==> src/rtl/uart_rx_oversample.sv <==
// 8N1 UART receiver: 2-flop synchronizer, mid-bit 2-of-3 majority voting,
// single-cycle done / frame-error pulses and a held data register.
module uart_rx_oversample #(
    parameter int CLKS_PER_BIT = 868
) (
    input  logic       iclk,
    input  logic       s_rst_n,
    input  logic       uart_rx_i,
    output logic [7:0] uart_rx_data_o,
    output logic       uart_rx_done,
    output logic       uart_frame_err,
    output logic       rx_busy
);

    localparam int DATA_W = 8;
    localparam int CNT_W  = 16;
    localparam int HALF   = CLKS_PER_BIT / 2;

    localparam logic [CNT_W-1:0] CNT_LAST = CNT_W'(CLKS_PER_BIT - 1);
    localparam logic [CNT_W-1:0] SMP_A    = CNT_W'(HALF - 1);
    localparam logic [CNT_W-1:0] SMP_B    = CNT_W'(HALF);
    localparam logic [CNT_W-1:0] SMP_C    = CNT_W'(HALF + 1);

    typedef enum logic [2:0] {
        IDLE,
        START,
        DATA,
        STOP,
        WAIT_IDLE
    } state_t;

    state_t state, state_next;

    logic              rx_meta;
    logic              rx_s;
    logic              rx_s_d;
    logic [1:0]        warm;
    logic              fall;

    logic [CNT_W-1:0]  cnt, cnt_next;
    logic [2:0]        bit_idx;
    logic              smp_a, smp_b;
    logic              maj;
    logic              wrap, decide;
    logic [DATA_W-1:0] shreg;

    logic              done_next, err_next, load, shift;

    // Synchronizer stage; warm masks the reset-forced highs so a line that is
    // already low when reset releases is not mistaken for a start edge.
    always_ff @(posedge iclk or negedge s_rst_n) begin
        if (!s_rst_n) begin
            rx_meta <= 1'b1;
            rx_s    <= 1'b1;
            rx_s_d  <= 1'b1;
            warm    <= 2'd0;
        end else begin
            rx_meta <= uart_rx_i;
            rx_s    <= rx_meta;
            rx_s_d  <= rx_s;
            if (warm != 2'd3) warm <= warm + 2'd1;
        end
    end

    assign fall   = (warm == 2'd3) && !rx_s && rx_s_d;
    assign wrap   = (cnt == CNT_LAST);
    assign decide = (cnt == SMP_C);
    assign maj    = (smp_a & smp_b) | (smp_a & rx_s) | (smp_b & rx_s);

    // Mid-bit samples; the third vote is the live rx_s at the decision cycle.
    always_ff @(posedge iclk) begin
        if (cnt == SMP_A) smp_a <= rx_s;
        if (cnt == SMP_B) smp_b <= rx_s;
    end

    always_comb begin
        state_next = state;
        cnt_next   = wrap ? '0 : cnt + CNT_W'(1);
        done_next  = 1'b0;
        err_next   = 1'b0;
        load       = 1'b0;
        shift      = 1'b0;
        case (state)
            IDLE: begin
                cnt_next = '0;
                if (fall) state_next = START;
            end
            START: begin
                if (decide && maj) state_next = IDLE;
                else if (wrap)     state_next = DATA;
            end
            DATA: begin
                if (decide) shift = 1'b1;
                if (wrap && bit_idx == 3'd7) state_next = STOP;
            end
            STOP: begin
                if (decide) begin
                    if (maj) begin
                        load       = 1'b1;
                        done_next  = 1'b1;
                        state_next = IDLE;
                    end else begin
                        err_next   = 1'b1;
                        state_next = WAIT_IDLE;
                    end
                end
            end
            WAIT_IDLE: begin
                if (rx_s) state_next = IDLE;
            end
            default: state_next = IDLE;
        endcase
        if (state_next != state) cnt_next = '0;
    end

    always_ff @(posedge iclk or negedge s_rst_n) begin
        if (!s_rst_n) begin
            state          <= IDLE;
            cnt            <= '0;
            uart_rx_done   <= 1'b0;
            uart_frame_err <= 1'b0;
        end else begin
            state          <= state_next;
            cnt            <= cnt_next;
            uart_rx_done   <= done_next;
            uart_frame_err <= err_next;
        end
    end

    // Assembly stage: LSB-first shift, then a single load into the output.
    always_ff @(posedge iclk or negedge s_rst_n) begin
        if (!s_rst_n) begin
            bit_idx        <= 3'd0;
            shreg          <= '0;
            uart_rx_data_o <= '0;
        end else begin
            if (state != DATA)  bit_idx <= 3'd0;
            else if (wrap)      bit_idx <= bit_idx + 3'd1;
            if (shift)          shreg <= {maj, shreg[DATA_W-1:1]};
            if (load)           uart_rx_data_o <= shreg;
        end
    end

    assign rx_busy = (state != IDLE);

endmodule

==> config.mk <==
export PLATFORM = sky130hd
export DESIGN_NAME = uart_rx_oversample
export DESIGN_NICKNAME = d
export VERILOG_FILES = /design/src/rtl/uart_rx_oversample.sv
export SDC_FILE = /design/constraint.sdc
export NUM_CORES = 1
export LEC_CHECK = 0
export ABC_AREA = 1
export BUFFER_PORTS_ARGS = -buffer_cell sky130_fd_sc_hd__buf_2
export CORE_ASPECT_RATIO = 1.5
export CORE_UTILIZATION = 60
export DETAILED_ROUTE_END_ITERATION = 10
export PLACE_DENSITY = 0.79
export SLEW_MARGIN = 20
export SYNTH_ARGS = -nofsm -noshare
export SYNTH_HDL_FRONTEND = slang
export SYNTH_SLANG_ARGS = --single-unit
==> constraint.sdc <==
create_clock -name iclk -period 1.9 [get_ports iclk]
set_input_delay 0.38 -clock iclk [delete_from_list [all_inputs] [get_ports iclk]]
set_output_delay 0.38 -clock iclk [all_outputs]
set_load 0.03 [all_outputs]
==> results.md, run 1 <==
- Outcome: finished, final reports clean
- Post-Synthesis Cell Area: 0.00250 mm^2
- Highest Clock Rate: 0.555 GHz
- Cts bufs inserted: 5
- Worst min path class: input port to asynchronous set/reset pin
- Critical path's top delay family: simple AND/OR/NAND/NOR gates
- Fill cell count: 293
- FF/Latch Area: 0.00119 mm^2
- Switching Fraction: 0.296
- Die Span Y: 81.0 um
- Skew-Pair Late Insertion Delay: 310 ps
- Crit path buf inv count: 3
- Total Routed Length: 5170 um
- Sum Neg Setup Slack: 0 ps
- Vias in the first global route: 1968
- Crit-path slowest cell: dfrtp_1
- Final instance area: 0.00294 mm^2
- Crit path largest cell delay: 410 ps
- DR iter-0 viols: 66
- DIE WIDTH: 54.7 um
- Longest Clk Path Bufs: 2
- Clock power frac: 0.316
- Vias after detailed routing: 2020
- Clock Tree Root: clkbuf_8
- Most frequent cells in the layout: nand2_1, dfrtp_1, inv_1
- Multi-input logic area: 0.00120 mm^2
- P_leak: 1.38 nW
- Yosys warns: 0
- Final slew viol count: 0
- Clock Sinks: 47
- DR WL/cell: 14.0 um
- Commonest non-fill, non-tap cell in the layout: nand2_1
- Synth Instances: 288
- P&R area growth vs syn: 17.7%
- CTS Hold Bufs: 0
- Worst-path clk slew: 90 ps
- Core Box Area: 0.00396 mm^2
- GRT Util Overall: 0.262
- Number of routed nets with antenna violations: 0
- Drt drc: 0
- Grt ovf: 0
- Largest net degree at the start of global routing: 32
- Setup-failing EPs final: 0
- Dpl hpwl: 3620 um
- Pint: 1.63 mW
- CTS tree: built
- Most used cell, CP: nand2_2
- Required @ worst endpoint: 2140 ps
- Max cap viols: 0
- Synthesized area per cell: 8.67 um^2
- Dpl cells: 357
- DR pass1 iterations: 5
- First-pass GRT wire length: 8320 um
- Dpl ws: -7.40 ps
- Final Non-Filler Cells: 369
- Std cell rows: 28
- Comb pwr share: 0.213
- VDD IR max: 841 uV
- Final Skew: 8.21 ps
- H-tree depth: 2
- Final Critical Period: 1800 ps
- Final net count: 332
- Fin crit share: 0.949
- Psw: 0.685 mW
- Headroom to the max-slew limit: 0.538
- Finished Core Util: 0.742
- Count of buffers from port buffering: 13
- Sequential fraction of the synthesis area: 0.476
- Die ar.: 0.00443 mm^2
- Startpoint Class: register
- Initial antenna violation count: 0
- Placer's final routability congestion estimate: 0.942
- Share of cells above drive strength 1: 0.321
- Setup WS post-layout: 96.9 ps
- Critical path capture point type: register
- I/O Pins: 14
- Placed Area: 0.00271 mm^2
- PD cells: 788 mW/mm^2
- Unique cell type count in the Yosys netlist: 32
- Final Hold Vio Count: 0
- Routed vias/inst: 5.47
- Syn_nets: 297
- Initial Util: 0.631
- Arrival time worst endpoint: 2050 ps
- Worst-path cell chain: ha_4 -> nand3_4 -> buf_6 -> nor2_2 -> nand2_2 -> inv_2 -> nand3_1 -> nand3_2 -> nand2_2 -> nand2_2 -> nand2_4 -> clkbuf_16 -> nor2_4
- N_diodes: 0
- Flop pwr share: 0.471
- Slew @ Worst Pin: 693 ps
- Yosys reg bits: 47
- CP Max Fanout: 8
- WS Path Type: register to register
-- worst reg2reg max path, delay by kind of cell (launching register included) --
kind          cells  cell delay [ps]
simple gates      9              750
flops             1              410
buf+inv           3              400
fa+ha+maj         1              180
-- metal layers --
| layer | track usage | up-vias | share of wire |
|---|---|---|---|
| li1 | - | 987 | - |
| met1 | 0.300 | 978 | 0.41 |
| met2 | 0.452 | 41 | 0.53 |
| met3 | 0.0449 | 14 | 0.033 |
| met4 | 0.126 | 0 | 0.029 |
| met5 | 0 | - | 0 |
-- synthesized netlist by cell type --
cell type,count,area [um^2]
nand2_4,4,45.0
nor3_1,3,15.0
nor2_2,8,50.1
xor2_1,1,8.76
nor3_2,2,20.0
clkbuf_1,2,7.51
nor4_1,1,6.26
clkinv_2,1,5.00
a21oi_1,2,10.0
mux2_2,1,11.3
buf_4,1,7.51
nand3_2,3,30.0
inv_1,26,97.6
nor2_4,13,146
nand2_1,60,225
dfstp_2,3,78.8
a21oi_2,1,8.76
nand2_2,7,43.8
inv_2,7,26.3
or2_2,4,25.0
o211ai_1,2,15.0
o221ai_1,1,8.76
nand3_1,25,125
ha_1,6,75.1
o21ai_0,22,110
edfxtp_1,2,60.1
o21ai_2,1,8.76
dfrtp_1,42,1050
nor2_1,30,113
nand4_1,4,25.0
buf_12,1,20.0
xnor2_1,2,17.5
-- timing repair --
item / CTS / global route
gates cloned: 0 / 1
pin swaps: 0 / 4
buffers inserted: 0 / 3
gates resized for setup: 1 / 15
setup endpoints to repair: 4 / 16
-- sequential cells by signal (all words and copies together), names as in the netlist, 2 cells and up --
name            count
bit_idx             3
warm                2
uart_rx_data_o      8
cnt                16
state               3
shreg               8
-- worst paths after layout --
kind,start,to,slack [ps],cells after the start
min in group iclk,uart_rx_i,rx_meta,170,1
min,s_rst_n,state[1],110,1
max reg2reg,cnt[1],cnt[14],100,13
max in group asynchronous,s_rst_n,shreg[7],1200,2
min reg2reg,rx_meta,rx_s,360,0
max,cnt[1],cnt[14],100,13
-- power by group through the flow --
stage	Sequential [mW]	Combinational [mW]	Clock, mW
2_1_floorplan	1.10	0.268	0
3_3_place_gp	1.10	0.392	0
3_5_place_dp	1.10	0.403	0
4_1_cts	1.08	0.405	0.753
5_1_grt	1.09	0.544	0.782
6_report	1.09	0.494	0.731
-- cells by family after synthesis --
kind of cell,count (synthesis),share of synthesized area
simple gates,164,0.348
xor+xnor,3,0.0105
compound gates,29,0.0646
mux,1,0.00451
buf+inv,38,0.0656
flops,47,0.476
fa+ha+maj,6,0.0301
-- per-stage QoR --
step           power (mW)  hold WS, ps
4_1_cts              2.24          126
6_report             2.32          109
3_5_place_dp         1.50          349
3_3_place_gp         1.49          349
2_1_floorplan        1.37         84.4
5_1_grt              2.42          157
-- layout make-up --
cell class	count	area share
Sequential cell	47	0.406
Clock inverter	1	0.00298
Multi-Input combinational cell	203	0.410
Tap cell	45	0.0192
Timing Repair Buffer	32	0.0822
Clock buffer	7	0.0366
Inverter	34	0.0438
Power figures use the tool's default switching activity.
==> run 2, diff against run 1 <==
Settings changed: RECOVER_POWER set to 50.
==> results.md, run 2 (synthesis results as in run 1) <==
- Most frequent cells in the layout: nand2_1, dfrtp_1, inv_1
- CP Max Fanout: 8
- R2R Path Start: cnt[1]
- Slew @ Worst Pin: 691 ps
- Initial Util: 0.631
- Reg with most FFs: cnt
- CTS tree: built
- Crit path buf inv count: 3
- Critical path's top delay family: simple AND/OR/NAND/NOR gates
- Most used cell, CP: nand2_2
- Die ar.: 0.00443 mm^2
- Longest Clk Path Bufs: 2
- Required @ worst endpoint: 2140 ps
- Critical path capture point type: register
- Arrival time worst endpoint: 2050 ps
- Clock Tree Root: clkbuf_8
- Vias in the first global route: 1968
- Worst min path class: input port to asynchronous set/reset pin
- R2R setup slack: 100 ps
- Startpoint Class: register
- Final Critical Period: 1800 ps
- CTS Hold Bufs: 0
- Crit path largest cell delay: 410 ps
- Final net count: 332
- Placer's final routability congestion estimate: 0.942
- Worst-path clk slew: 90 ps
- Highest Clock Rate: 0.555 GHz
- Crit Reg-Reg Endpoint: cnt[14]
- Vias after detailed routing: 2019
- R2R cell count: 13
- H-tree depth: 2
- Clock Sinks: 47
- Max cap viols: 0
- Dpl hpwl: 3620 um
- DR WL/cell: 14.0 um
- P&R area growth vs syn: 17.4%
- Routed vias/inst: 5.47
- N_diodes: 0
- Share of cells above drive strength 1: 0.315
- Final slew viol count: 0
- WS Path Type: register to register
- Commonest non-fill, non-tap cell in the layout: nand2_1
- Fin crit share: 0.949
- Max FFs per register: 16
- Count of buffers from port buffering: 13
- Die Span Y: 81.0 um
- Cts bufs inserted: 5
- DIE WIDTH: 54.7 um
- PD cells: 789 mW/mm^2
- I/O Pins: 14
- VDD IR max: 840 uV
- GRT Util Overall: 0.262
- Number of routed nets with antenna violations: 0
- Final Hold Vio Count: 0
- DR pass1 iterations: 5
- Worst-path cell chain: ha_4 -> nand3_4 -> buf_6 -> nor2_2 -> nand2_2 -> inv_2 -> nand3_1 -> nand3_2 -> nand2_2 -> nand2_2 -> nand2_4 -> clkbuf_16 -> nor2_4
- Largest net degree at the start of global routing: 32
- Total Routed Length: 5160 um
- Largest regs: cnt: 16 flops, shreg: 8 flops, uart_rx_data_o: 8 flops
- Hold WS: 108 ps
- Outcome: finished, final reports clean
- Drt drc: 0
- Initial antenna violation count: 0
- Headroom to the max-slew limit: 0.539
- Skew-Pair Late Insertion Delay: 310 ps
- Std cell rows: 28
- DR iter-0 viols: 69
- P_leak: 1.37 nW
- Grt ovf: 0
- Setup-failing EPs final: 0
- Sum Neg Setup Slack: 0 ps
- First-pass GRT wire length: 8320 um
- Core Box Area: 0.00396 mm^2
- Fill cell count: 297
- Crit-path slowest cell: dfrtp_1
- Final Skew: 8.20 ps
## run 2: cell count changes in the layout (fill, tap and decap cells not counted), sizes merged
cell / previous run / this run
clkbuf: 8 / 10
buf: 31 / 29
## run 2: final cells by class
| class | instances | area [um^2] | share of cell area |
|---|---|---|---|
| Clock buffer | 7 | 108 | 0.0367 |
| Clock inverter | 1 | 8.76 | 0.00299 |
| Inverter | 34 | 129 | 0.0440 |
| Multi-Input combinational cell | 203 | 1200 | 0.411 |
| Sequential cell | 47 | 1190 | 0.407 |
| Tap cell | 45 | 56.3 | 0.0192 |
| Timing Repair Buffer | 32 | 234 | 0.0798 |
## run 2: worst max-delay path by stage
stage                         from      end  slack [ps]  cells after the start
after floorplan           state[0]   cnt[5]         130                     11
after global placement        rx_s   cnt[4]          10                     11
after detailed placement      rx_s  cnt[15]          -7                     11
after CTS                   cnt[0]  cnt[15]          40                     11
after global routing        cnt[0]  cnt[13]         -30                      8
final                       cnt[1]  cnt[14]         100                     13
## run 2: repair_timing
item	CTS	global route
pin swaps	0	4
endpoints found under the setup margin	4	16
buffers inserted	0	3
gates cloned	0	1
hold endpoints to repair	0	0
gates resized for setup	1	15
## run 2: power breakdown
part	total (mW)	internal (mW)	leakage, nW	switching (mW)
sequential	1.09	1.05	0.615	0.0439
clock	0.731	0.380	0.0600	0.351
combinational	0.492	0.202	0.698	0.290
## run 2: through the flow
step	power (mW)	setup WS, ps	std cells	utilization	cell area, um^2
global placement	1.49	14.9	357	0.684	2710
CTS	2.24	42.2	365	0.715	2830
global route	2.42	-31.3	369	0.741	2930
finish	2.31	97.1	369	0.741	2930
detailed placement	1.50	-7.40	357	0.684	2710
floorplan	1.37	131	288	-	2500
## run 2: routing by layer
layer	track usage	vias to the layer above	share of wire
met5	0	-	0
met3	0.0449	14	0.035
met1	0.300	973	0.40
met4	0.126	0	0.029
li1	-	987	-
met2	0.452	45	0.53
